$ cat config.mk
export PLATFORM = sky130hd
export DESIGN_NAME = pnr_pulse_classifier_flat
export DESIGN_NICKNAME = d
export VERILOG_FILES = /design/src/rtl/pnr_pulse_classifier_if.sv /design/src/rtl/pnr_pulse_classifier.sv /design/src/flat_wrapper.sv
export SDC_FILE = /design/constraint.sdc
export NUM_CORES = 1
export LEC_CHECK = 0
export BUFFER_PORTS_ARGS = -buffer_cell sky130_fd_sc_hd__buf_2
export CAP_MARGIN = 20
export CORE_ASPECT_RATIO = 0.7
export CORE_MARGIN = 2
export CORE_UTILIZATION = 55
export DETAILED_ROUTE_END_ITERATION = 6
export GPL_ROUTABILITY_DRIVEN = 0
export PLACE_DENSITY = 0.91
export SETUP_SLACK_MARGIN = 0.4
export SLEW_MARGIN = 40
export SYNTH_ARGS = -nofsm -noshare
export SYNTH_HDL_FRONTEND = slang
export SYNTH_SLANG_ARGS = --single-unit
export TNS_END_PERCENT = 30
$ cat constraint.sdc
create_clock -name ADC_CLK -period 9.8 [get_ports ADC_CLK]
set_clock_uncertainty 0.2 [all_clocks]
set_input_delay 2.45 -clock ADC_CLK [delete_from_list [all_inputs] [get_ports ADC_CLK]]
set_output_delay 2.45 -clock ADC_CLK [all_outputs]
set_load 0.01 [all_outputs]
$ cat src/rtl/pnr_pulse_classifier_if.sv
// Signal bundle between the PNR top level and the pulse classifier:
// sample/threshold inputs toward the classifier, classification results back.
interface pnr_pulse_classifier_if #(
  parameter int DW   = 14,
  parameter int NLEV = 7,
  parameter int NW   = 3
);
  logic                  EN;
  logic signed [DW-1:0]  ADC_A;
  logic signed [DW-1:0]  TRIG_HI;
  logic signed [DW-1:0]  TRIG_LO;
  logic [NLEV*DW-1:0]    LEVELS;
  logic [NW-1:0]         PHOTON_NUM;
  logic                  PHOTON_VALID;
  logic signed [DW-1:0]  PEAK;
  logic                  TIMEOUT;
  logic [7:0]            GPIO_WORD;
  logic [31:0]           EVENT_COUNT;

  modport master (
    output EN, ADC_A, TRIG_HI, TRIG_LO, LEVELS,
    input  PHOTON_NUM, PHOTON_VALID, PEAK, TIMEOUT, GPIO_WORD, EVENT_COUNT
  );

  modport slave (
    input  EN, ADC_A, TRIG_HI, TRIG_LO, LEVELS,
    output PHOTON_NUM, PHOTON_VALID, PEAK, TIMEOUT, GPIO_WORD, EVENT_COUNT
  );
endinterface

$ cat src/rtl/pnr_pulse_classifier.sv
// Detects pulses on one signed ADC channel, tracks each pulse's peak and classifies
// it against a threshold ladder into a photon number with a one-cycle valid strobe.
module pnr_pulse_classifier #(
  parameter int DW       = 14,
  parameter int NLEV     = 7,
  parameter int NW       = 3,
  parameter int MAX_LEN  = 255,
  parameter int HOLD_CYC = 16
) (
  input  logic                  ADC_CLK,
  input  logic                  RST,
  pnr_pulse_classifier_if.slave bus
);

  localparam int LW = $clog2(MAX_LEN + 1);
  localparam int HW = $clog2(HOLD_CYC + 1);

  typedef enum logic [1:0] {
    ST_IDLE     = 2'd0,
    ST_PULSE    = 2'd1,
    ST_CLASSIFY = 2'd2,
    ST_REARM    = 2'd3
  } state_e;

  // Count rule: every threshold at or below the peak adds one, whatever the ladder order.
  function automatic logic [NW-1:0] count_levels(input logic signed [DW-1:0] pk,
                                                 input logic [NLEV*DW-1:0]   lv);
    logic [NW-1:0] n;
    n = '0;
    for (int k = 0; k < NLEV; k++) begin
      if (pk >= $signed(lv[k*DW +: DW])) begin
        n = n + NW'(1'b1);
      end else begin
        n = n;
      end
    end
    return n;
  endfunction

  logic [1:0]           rst_sync_q;
  logic                 rst_int_s;

  state_e               state_q, state_d;
  logic signed [DW-1:0] s_q;
  logic signed [DW-1:0] peak_q, peak_d;
  logic [LW-1:0]        len_q, len_d;
  logic                 to_q, to_d;

  logic                 pend_q, pend_d;
  logic [NW-1:0]        res_n_q, res_n_d;
  logic signed [DW-1:0] res_peak_q, res_peak_d;
  logic                 res_to_q, res_to_d;

  logic [NW-1:0]        num_q, num_d;
  logic                 valid_q, valid_d;
  logic signed [DW-1:0] peak_o_q, peak_o_d;
  logic                 timeout_q, timeout_d;
  logic [31:0]          count_q, count_d;
  logic [HW-1:0]        hold_q, hold_d;
  logic [7:0]           gpio_s;

  // Reset asserts at once and releases two clock edges after RST falls.
  always_ff @(posedge ADC_CLK or posedge RST) begin
    if (RST) begin
      rst_sync_q <= 2'b11;
    end else begin
      rst_sync_q <= {rst_sync_q[0], 1'b0};
    end
  end

  assign rst_int_s = rst_sync_q[1];

  // Sample capture, pulse tracking and result staging registers.
  always_ff @(posedge ADC_CLK or posedge rst_int_s) begin
    if (rst_int_s) begin
      s_q        <= '0;
      state_q    <= ST_IDLE;
      peak_q     <= '0;
      len_q      <= '0;
      to_q       <= 1'b0;
      pend_q     <= 1'b0;
      res_n_q    <= '0;
      res_peak_q <= '0;
      res_to_q   <= 1'b0;
    end else begin
      s_q        <= bus.ADC_A;
      state_q    <= state_d;
      peak_q     <= peak_d;
      len_q      <= len_d;
      to_q       <= to_d;
      pend_q     <= pend_d;
      res_n_q    <= res_n_d;
      res_peak_q <= res_peak_d;
      res_to_q   <= res_to_d;
    end
  end

  // Pulse FSM: trigger, peak/length tracking, classification, re-arm on the tail.
  always_comb begin
    state_d    = state_q;
    peak_d     = peak_q;
    len_d      = len_q;
    to_d       = to_q;
    pend_d     = 1'b0;
    res_n_d    = res_n_q;
    res_peak_d = res_peak_q;
    res_to_d   = res_to_q;
    case (state_q)
      ST_IDLE: begin
        if (bus.EN && (s_q > bus.TRIG_HI)) begin
          peak_d  = s_q;
          len_d   = LW'(1'b1);
          to_d    = 1'b0;
          state_d = ST_PULSE;
        end else begin
          state_d = ST_IDLE;
        end
      end
      ST_PULSE: begin
        if (!bus.EN) begin
          state_d = ST_IDLE;
        end else if (s_q < bus.TRIG_LO) begin
          // The sample that ends the pulse is deliberately left out of the peak.
          to_d    = 1'b0;
          state_d = ST_CLASSIFY;
        end else begin
          peak_d = (s_q > peak_q) ? s_q : peak_q;
          if (len_q == LW'(MAX_LEN)) begin
            to_d    = 1'b1;
            state_d = ST_CLASSIFY;
          end else begin
            len_d = len_q + LW'(1'b1);
          end
        end
      end
      ST_CLASSIFY: begin
        res_n_d    = count_levels(peak_q, bus.LEVELS);
        res_peak_d = peak_q;
        res_to_d   = to_q;
        pend_d     = 1'b1;
        state_d    = ST_REARM;
      end
      ST_REARM: begin
        if (!bus.EN || (s_q < bus.TRIG_LO)) begin
          state_d = ST_IDLE;
        end else begin
          state_d = ST_REARM;
        end
      end
      default: begin
        state_d = ST_IDLE;
      end
    endcase
  end

  // Output register update: publish a staged result, run the GPIO stretch counter.
  always_comb begin
    valid_d   = pend_q;
    num_d     = num_q;
    peak_o_d  = peak_o_q;
    timeout_d = timeout_q;
    count_d   = count_q;
    hold_d    = hold_q;
    if (pend_q) begin
      num_d     = res_n_q;
      peak_o_d  = res_peak_q;
      timeout_d = res_to_q;
      count_d   = count_q + 32'd1;
      hold_d    = HW'(HOLD_CYC);
    end else if (hold_q != '0) begin
      hold_d = hold_q - HW'(1'b1);
    end else begin
      hold_d = hold_q;
    end
  end

  // Result outputs and stretch counter.
  always_ff @(posedge ADC_CLK or posedge rst_int_s) begin
    if (rst_int_s) begin
      valid_q   <= 1'b0;
      num_q     <= '0;
      peak_o_q  <= '0;
      timeout_q <= 1'b0;
      count_q   <= '0;
      hold_q    <= '0;
    end else begin
      valid_q   <= valid_d;
      num_q     <= num_d;
      peak_o_q  <= peak_o_d;
      timeout_q <= timeout_d;
      count_q   <= count_d;
      hold_q    <= hold_d;
    end
  end

  // GPIO word assembled from registered result fields only.
  always_comb begin
    gpio_s           = 8'h00;
    gpio_s[NW-1:0]   = num_q;
    gpio_s[6]        = timeout_q;
    gpio_s[7]        = (hold_q != '0);
  end

  assign bus.PHOTON_NUM   = num_q;
  assign bus.PHOTON_VALID = valid_q;
  assign bus.PEAK         = peak_o_q;
  assign bus.TIMEOUT      = timeout_q;
  assign bus.GPIO_WORD    = gpio_s;
  assign bus.EVENT_COUNT  = count_q;

endmodule

$ cat src/flat_wrapper.sv
// flat-port wrapper written by rule: the top's interface ports become plain ports
module pnr_pulse_classifier_flat 
#(
  parameter int DW       = 14,
  parameter int NLEV     = 7,
  parameter int NW       = 3,
  parameter int MAX_LEN  = 255,
  parameter int HOLD_CYC = 16
)
  (ADC_CLK, RST, bus_EN, bus_ADC_A, bus_TRIG_HI, bus_TRIG_LO, bus_LEVELS, bus_PHOTON_NUM, bus_PHOTON_VALID, bus_PEAK, bus_TIMEOUT, bus_GPIO_WORD, bus_EVENT_COUNT);
  pnr_pulse_classifier_if #(.DW(DW), .NLEV(NLEV), .NW(NW)) bus_i ();
  input  logic ADC_CLK;
  input  logic RST;
  input wire logic [$bits(bus_i.EN)-1:0] bus_EN;
  input wire logic [$bits(bus_i.ADC_A)-1:0] bus_ADC_A;
  input wire logic [$bits(bus_i.TRIG_HI)-1:0] bus_TRIG_HI;
  input wire logic [$bits(bus_i.TRIG_LO)-1:0] bus_TRIG_LO;
  input wire logic [$bits(bus_i.LEVELS)-1:0] bus_LEVELS;
  output wire logic [$bits(bus_i.PHOTON_NUM)-1:0] bus_PHOTON_NUM;
  output wire logic [$bits(bus_i.PHOTON_VALID)-1:0] bus_PHOTON_VALID;
  output wire logic [$bits(bus_i.PEAK)-1:0] bus_PEAK;
  output wire logic [$bits(bus_i.TIMEOUT)-1:0] bus_TIMEOUT;
  output wire logic [$bits(bus_i.GPIO_WORD)-1:0] bus_GPIO_WORD;
  output wire logic [$bits(bus_i.EVENT_COUNT)-1:0] bus_EVENT_COUNT;
  assign bus_i.EN = bus_EN;
  assign bus_i.ADC_A = bus_ADC_A;
  assign bus_i.TRIG_HI = bus_TRIG_HI;
  assign bus_i.TRIG_LO = bus_TRIG_LO;
  assign bus_i.LEVELS = bus_LEVELS;
  assign bus_PHOTON_NUM = bus_i.PHOTON_NUM;
  assign bus_PHOTON_VALID = bus_i.PHOTON_VALID;
  assign bus_PEAK = bus_i.PEAK;
  assign bus_TIMEOUT = bus_i.TIMEOUT;
  assign bus_GPIO_WORD = bus_i.GPIO_WORD;
  assign bus_EVENT_COUNT = bus_i.EVENT_COUNT;
  pnr_pulse_classifier #(.DW(DW), .NLEV(NLEV), .NW(NW), .MAX_LEN(MAX_LEN), .HOLD_CYC(HOLD_CYC)) u_core (.ADC_CLK(ADC_CLK), .RST(RST), .bus(bus_i));
endmodule
==> results of run 1 <==
## layout make-up
| class | count | share of cell area [%] |
|---|---|---|
| multi-input combinational | 633 | 48.14 |
| sequential | 116 | 28.09 |
| timing repair buffer | 203 | 9.981 |
| inverter | 151 | 5.504 |
| clock buffer | 17 | 4.113 |
| tap | 200 | 2.420 |
| clock inverter | 15 | 1.754 |
## sequential cells by signal, summed over array words and instances (netlist names), 2 cells and up
name	count
u_core.bus.EVENT_COUNT	32
u_core.s_q	14
u_core.res_n_q	3
u_core.res_peak_q	14
u_core.hold_q	5
u_core.state_q	2
u_core.peak_q	14
u_core.rst_sync_q	2
u_core.bus.PHOTON_NUM	3
u_core.len_q	8
u_core.bus.PEAK	14
## synthesized netlist by cell type (3+ instances only)
master / number / area share [%]
a211oi_1: 5 / 0.44
a21boi_0: 6 / 0.53
a21o_1: 20 / 1.8
a21oi_1: 28 / 1.6
a31oi_1: 11 / 0.81
and2_1: 3 / 0.22
and3_1: 10 / 0.73
buf_4: 7 / 0.62
clkbuf_1: 8 / 0.35
dfrtp_1: 114 / 33
ha_1: 150 / 22
inv_1: 151 / 6.6
mux2_2: 32 / 4.2
mux2i_1: 4 / 0.47
nand2_1: 70 / 3.1
nand2b_1: 11 / 0.81
nand3_1: 25 / 1.5
nand4_1: 24 / 1.8
nor2_1: 38 / 1.7
nor2b_1: 12 / 0.88
nor3_1: 11 / 0.64
nor4_1: 5 / 0.37
nor4b_1: 3 / 0.31
o211ai_1: 6 / 0.53
o21a_1: 22 / 1.9
o21ai_0: 38 / 2.2
o221ai_1: 3 / 0.31
o22ai_1: 4 / 0.29
o31ai_1: 3 / 0.26
or2_2: 3 / 0.22
or3_1: 6 / 0.44
xnor2_1: 25 / 2.6
xor2_1: 11 / 1.1
## cells in the final DEF, fill, tap and decap left out, drive strengths merged, types with 17 or more instances in the layout
master / netlist / final
dfrtp: 114 / 114
inv: 151 / 154
buf: 9 / 203
o21ai: 38 / 38
nand4: 25 / 25
nor2: 38 / 38
nand2: 70 / 70
o21a: 22 / 22
xnor2: 25 / 25
ha: 150 / 150
a21oi: 28 / 28
a21o: 20 / 20
mux2: 32 / 32
clkbuf: 8 / 17
nand3: 25 / 25
## worst max path at each step
stage | from | endpoint | slack (ns)
after global placement | bus_LEVELS[15] | u_core.res_n_q[2] | 1.75
after detailed placement | bus_LEVELS[15] | u_core.res_n_q[2] | 1.47
after CTS | bus_LEVELS[15] | u_core.res_n_q[2] | 1.89
final | bus_LEVELS[15] | u_core.res_n_q[2] | 1.75
after floorplan | bus_LEVELS[1] | u_core.res_n_q[2] | 2.05
after global routing | bus_LEVELS[15] | u_core.res_n_q[2] | 1.46
## power by group
part / leakage, uW / total [uW] / switching [uW] / internal [uW]
Sequential: 0.00147 / 819 / 204 / 615
Clock: 0.000294 / 635 / 233 / 402
Combinational: 0.00398 / 1620 / 851 / 774
Total: 0.00574 / 3080 / 1290 / 1790
## worst max-delay path: cells and delay by family
kind            cells  cell delay [ns]
compound gates     13             2.30
fa+ha+maj           5             1.42
simple gates        6             0.88
xor+xnor            4             0.88
buf+inv             3             0.19
## stage by stage
stage	utilization (%)	std cells	instance area [um2]	setup WS, ns	hold WS (ns)
5_1_grt	67.35	1335	10340	1.456	0.1607
2_1_floorplan	-	917	8549	2.053	0.1452
4_1_cts	67.32	1335	10340	1.886	0.1576
6_report	67.35	1335	10340	1.753	0.1392
3_5_place_dp	63.37	1303	9732	1.469	0.1504
3_3_place_gp	63.37	1303	9732	1.752	0.1474
## metal layers
layer	global-route usage [%]	part of all wire [%]
met5	0	0
met4	9.921	2.5
met3	6.333	7.3
met2	45.29	45
met1	37.31	45
## kinds of logic (layout without fill, tap and decap cells)
family / count (synthesis) / after routing / share of synthesized area [%]
other: 1 / 4 / 0.04392
XOR/XNOR: 37 / 37 / 3.957
adder cells (fa/ha/maj): 150 / 150 / 21.98
buffers and inverters: 168 / 386 / 7.796
multiplexers: 36 / 36 / 4.689
AND/OR/NAND/NOR: 235 / 235 / 14.05
AO/OA/AOI/OAI: 171 / 171 / 13.45
flip-flops: 116 / 116 / 34.03
==> impl_metrics.yaml, run 1 <==
die:
  die_h_um: 108.2
  io_pins: 202
  rows: 38
  die_w_um: 152.9
  dieArea_um2: 16550
  core_um2: 15360
  start_util_pct: 55.60
power:
  leakagePower_uw: 0.005741
  power_density_nw_per_um2: 297.7
  p_total_uw: 3079
  vdd_drop_max_uv: 160.1
clock_tree:
  cts_buffers: 17
  htree_num_levels: 4
  clk_pin_slew_ns: 0.05
  clock_latency_ns: 0.41
  cts_resized: 0
  clockBufferDepth: 2
  cts.sinks: 116
  cts_tree: "built"
  ctsRootBufferMaster: "clkbuf_16"
  post_cts_buffers: 0
  cts_hold_buffers: 0
finish:
  diodes: 0
  final_layout_size_suffix_gt1_share_pct: 25.02
  layout.nets: 1415
  regArea_um2: 2905
  synthToLayoutAreaGrowth_pct: 21.13
  multiInputGateArea_um2: 4979
  fillers: 1191
critical_path:
  path_common_cell: "o21a_1"
  critPathRequiredTime_ns: 9.87
  start_kind: "input port"
  path_class: "in -> reg"
  crit_arrival_ns: 8.12
  rr_worst_depth: 29
  crit_fanout: 8
  endpoint_kind: "flip-flop"
  r2r_end: "u_core.res_n_q[2]"
  max_stage_delay_ns: 0.34
  r2r_start: "u_core.peak_q[1]"
  r2r_slack_ns: 3.22
  cpMaxStageDelayCell: "ha_1"
routing:
  ant_nets: 0
  firstDrtPassIters: 5
  via_per_inst: 5.603
  wl_per_cell_um: 16.84
  drc: 0
  drt-total-wl_mm: 22.48
  dr.first_iter.drc_count: 516
  vias: 7480
synthesis:
  avgSynthCellArea_um2: 9.342
  syn_area_um2: 8538
  synth_ff_type: "dfrtp_1"
  yosysWarnings: 0
  yosysSeqAreaShare_pct: 34.03
  async_flop_share_pct: 100.0
  synth_cell_type_count: 67
  synth_seq_cells: 116
  netlist_instances: 914
  synth-edff-count: 0
sta:
  fin_tns_setup_ns: 0
  setup_violations: 0
  tightest_slew_ns: 0.7005
  grt_setup_unrepaired: "no"
  slew_headroom_pct: 52.94
  finalCritPeriodShare_pct: 82.11
  final-hold-violation-count: 0
  fmax_mhz: 124.3
  slew_violations: 0
  fin_crit_ns: 8.047
worst_hold_path:
  hold_class: "reg -> async"
grt:
  grt_pass1_vias: 7542
  grt_pass1_wl_mm: 36.56
  antenna_found_initial: 0
  grt_max_degree: 67
  grt-ovfl-total: 0
  track_usage_pct: 27.95
status:
  status: "finished, final reports clean"
placement:
  hpwl_mm: 17.24
  io_buffers: 198
job:
  drv_cap: 0
No activity file was read; power rests on OpenSTA's default activity.
==> inputs of run 2 (changes only) <==
ABC_AREA = 1   (was default)
CORE_UTILIZATION = 50   (was 55)
PLACE_DENSITY = 0.88   (was 0.91)
clock period = 6.6 ns   (was 9.8 ns; I/O delays follow)
==> impl_metrics.yaml, run 2 <==
status:
  status: "finished, final reports clean"
die:
  die_h_um: 115.3
  core_um2: 17220
  dieArea_um2: 18780
  start_util_pct: 51.35
  io_pins: 202
  die_w_um: 162.9
  rows: 40
routing:
  drt-total-wl_mm: 23.91
  wl_per_cell_um: 15.06
  vias: 8355
  drc: 0
  firstDrtPassIters: 5
  ant_nets: 0
  via_per_inst: 5.261
  dr.first_iter.drc_count: 732
synthesis:
  synth_cell_type_count: 47
  synth_ff_type: "dfrtp_1"
  synth.most_common_cell: "nand2_1"
  avgSynthCellArea_um2: 7.748
  yosysWarnings: 0
  synthTopCellsByArea: "dfrtp_1 (32%), ha_1 (21%), nand2_1 (12%)"
  synth_seq_cells: 116
  syn_area_um2: 8841
  synth_top_area_cell: "dfrtp_1"
  yosys-top-cells-count: "nand2_1 (280), inv_1 (219), ha_1 (150)"
  async_flop_share_pct: 100.0
  synth_top_area_share_pct: 32.27
  netlist_instances: 1141
  synth-edff-count: 0
  yosysSeqAreaShare_pct: 32.86
clock_tree:
  post_cts_buffers: 0
  htree_num_levels: 4
  clk_pin_slew_ns: 0.06
  ctsRootBufferMaster: "clkbuf_16"
  cts_hold_buffers: 0
  cts_resized: 0
  clock_latency_ns: 0.41
  cts.sinks: 116
  clockBufferDepth: 2
  cts_tree: "built"
  cts_buffers: 17
sta:
  grt_setup_unrepaired: "no"
  finalCritPeriodShare_pct: 82.16
  fin_crit_ns: 5.422
  tightest_slew_ns: 0.6818
  setup_violations: 0
  slew_violations: 0
  final-hold-violation-count: 0
  fin_tns_setup_ns: 0
  fmax_mhz: 184.4
  slew_headroom_pct: 54.49
power:
  clkPwrFrac_pct: 22.0
  leakagePower_uw: 0.006334
  vdd_drop_max_uv: 201.6
  combPwrFrac_pct: 48.7
  p_sw_uw: 1909
  seqPwrFrac_pct: 29.3
  intPower_uw: 2286
  swShare_pct: 45.51
  power_density_nw_per_um2: 394.2
finish:
  synthToLayoutAreaGrowth_pct: 20.39
  final_util_pct: 61.82
  largest_register_ffs: 32
  fillers: 1499
  layout.nets: 1637
  final_layout_size_suffix_gt1_share_pct: 19.25
  final_common_cell: "nand2_1"
  layout_common_cells: "nand2_1 (280), inv_1 (218), buf_2 (198), ha_1 (150), dfrtp_1 (113)"
  fin_cells: 1588
worst_hold_path:
  hold_class: "reg -> async"
grt:
  grt_max_degree: 76
  antenna_found_initial: 1
  track_usage_pct: 26.68
  grt_pass1_wl_mm: 39.56
  grt_pass1_vias: 8312
  grt-ovfl-total: 0
placement:
  io_buffers: 198
  dp_cells: 1556
  hpwl_mm: 18.50
job:
  drv_cap: 0
critical_path:
  endpoint_kind: "flip-flop"
  start_kind: "input port"
  crit_fanout: 4
  crit_arrival_ns: 5.52
  path_class: "in -> reg"
  critPathRequiredTime_ns: 6.70
run 2: cell count changes in the layout (fill, tap and decap cells not counted), moves of 11 or more:
cell | before | now
nor2_1 | 38 | 52
nor2b_1 | 12 | 0
nand2_1 | 70 | 280
a21oi_1 | 28 | 68
mux2_2 | 32 | 2
nand2b_1 | 11 | 0
nand3_1 | 25 | 69
inv_1 | 150 | 218
o21a_1 | 22 | 3
a21o_1 | 20 | 1
run 2: cells by family after synthesis:
logic type	synth area share, %
AO/OA/AOI/OAI	8.463
other	0.04242
buffers and inverters	10.52
multiplexers	0.2547
adder cells (fa/ha/maj)	21.23
XOR/XNOR	3.071
flip-flops	32.86
AND/OR/NAND/NOR	23.56
run 2: worst max-delay path, stage by stage:
cell	delay [ns]
buf_2	0.08
inv_1	0.03
ha_1	0.32
nand2_1	0.09
or4_1	0.52
o221ai_1	0.35
inv_1	0.12
ha_1	0.33
nand4_1	0.17
nand2_2	0.13
ha_1	0.22
inv_1	0.05
nand2_1	0.06
o21ai_1	0.15
nand2_1	0.11
nand2_1	0.08
inv_1	0.04
ha_1	0.28
nand2_1	0.08
nand2_1	0.06
ha_1	0.28
nor2_1	0.14
nor2_1	0.05
nand2_1	0.08
nand2_1	0.04
run 2: area by class of cell:
class | count | area, um2 | area share, %
Inverter | 222 | 835.8 | 7.852
Sequential cell | 116 | 2907 | 27.31
Clock inverter | 13 | 161.4 | 1.516
Timing Repair Buffer | 199 | 1002 | 9.416
Multi-Input combinational cell | 788 | 5017 | 47.14
Tap cell | 231 | 289.0 | 2.715
Antenna cell | 1 | 2.502 | 0.02351
Clock buffer | 18 | 429.2 | 4.032
run 2: final timing paths:
path / start / end / slack (ns) / cells past startpoint
worst max-delay path: bus_LEVELS[27] / u_core.res_n_q[1] / 1.18 / 25
worst min-delay path: u_core.rst_sync_q[1] / u_core.s_q[8] / 0.09 / 1
worst max register to register: u_core.peak_q[13] / u_core.res_n_q[1] / 1.80 / 23
worst min register to register: u_core.rst_sync_q[1] / u_core.s_q[8] / 0.09 / 1
max in group asynchronous: u_core.rst_sync_q[1] / u_core.pend_q / 5.05 / 2
min in group ADC_CLK: u_core.rst_sync_q[0] / u_core.rst_sync_q[1] / 0.15 / 0
run 2: power groups by stage:
| stage | combinational (uW) | sequential, uW | clock [uW] |
|---|---|---|---|
| global placement | 1870 | 1220 | 0 |
| CTS | 2020 | 1210 | 932 |
| floorplan | 1510 | 1110 | 0 |
| global route | 2390 | 1250 | 965 |
| finish | 2040 | 1230 | 924 |
| detailed placement | 2000 | 1220 | 0 |
run 2: metrics by stage:
stage / power [uW] / hold WS [ns] / area (um2) / setup WS (ns)
2_1_floorplan: 2620 / 0.1452 / 8852 / 1.269
3_3_place_gp: 3093 / 0.1050 / 10050 / 0.9377
3_5_place_dp: 3223 / 0.1105 / 10050 / 0.7907
4_1_cts: 4170 / 0.1081 / 10640 / 1.206
5_1_grt: 4607 / 0.1379 / 10640 / 0.8371
6_report: 4196 / 0.09151 / 10640 / 1.178
run 2: metal layers:
layer  up-vias  global-route usage, %  routed length (um)
met5         -                      0                   0
met4         0                  10.27                 705
met3        66                  4.978                1807
met2       336                  42.32               10390
met1      3843                  36.52               11000
li1       4110                      -                   -
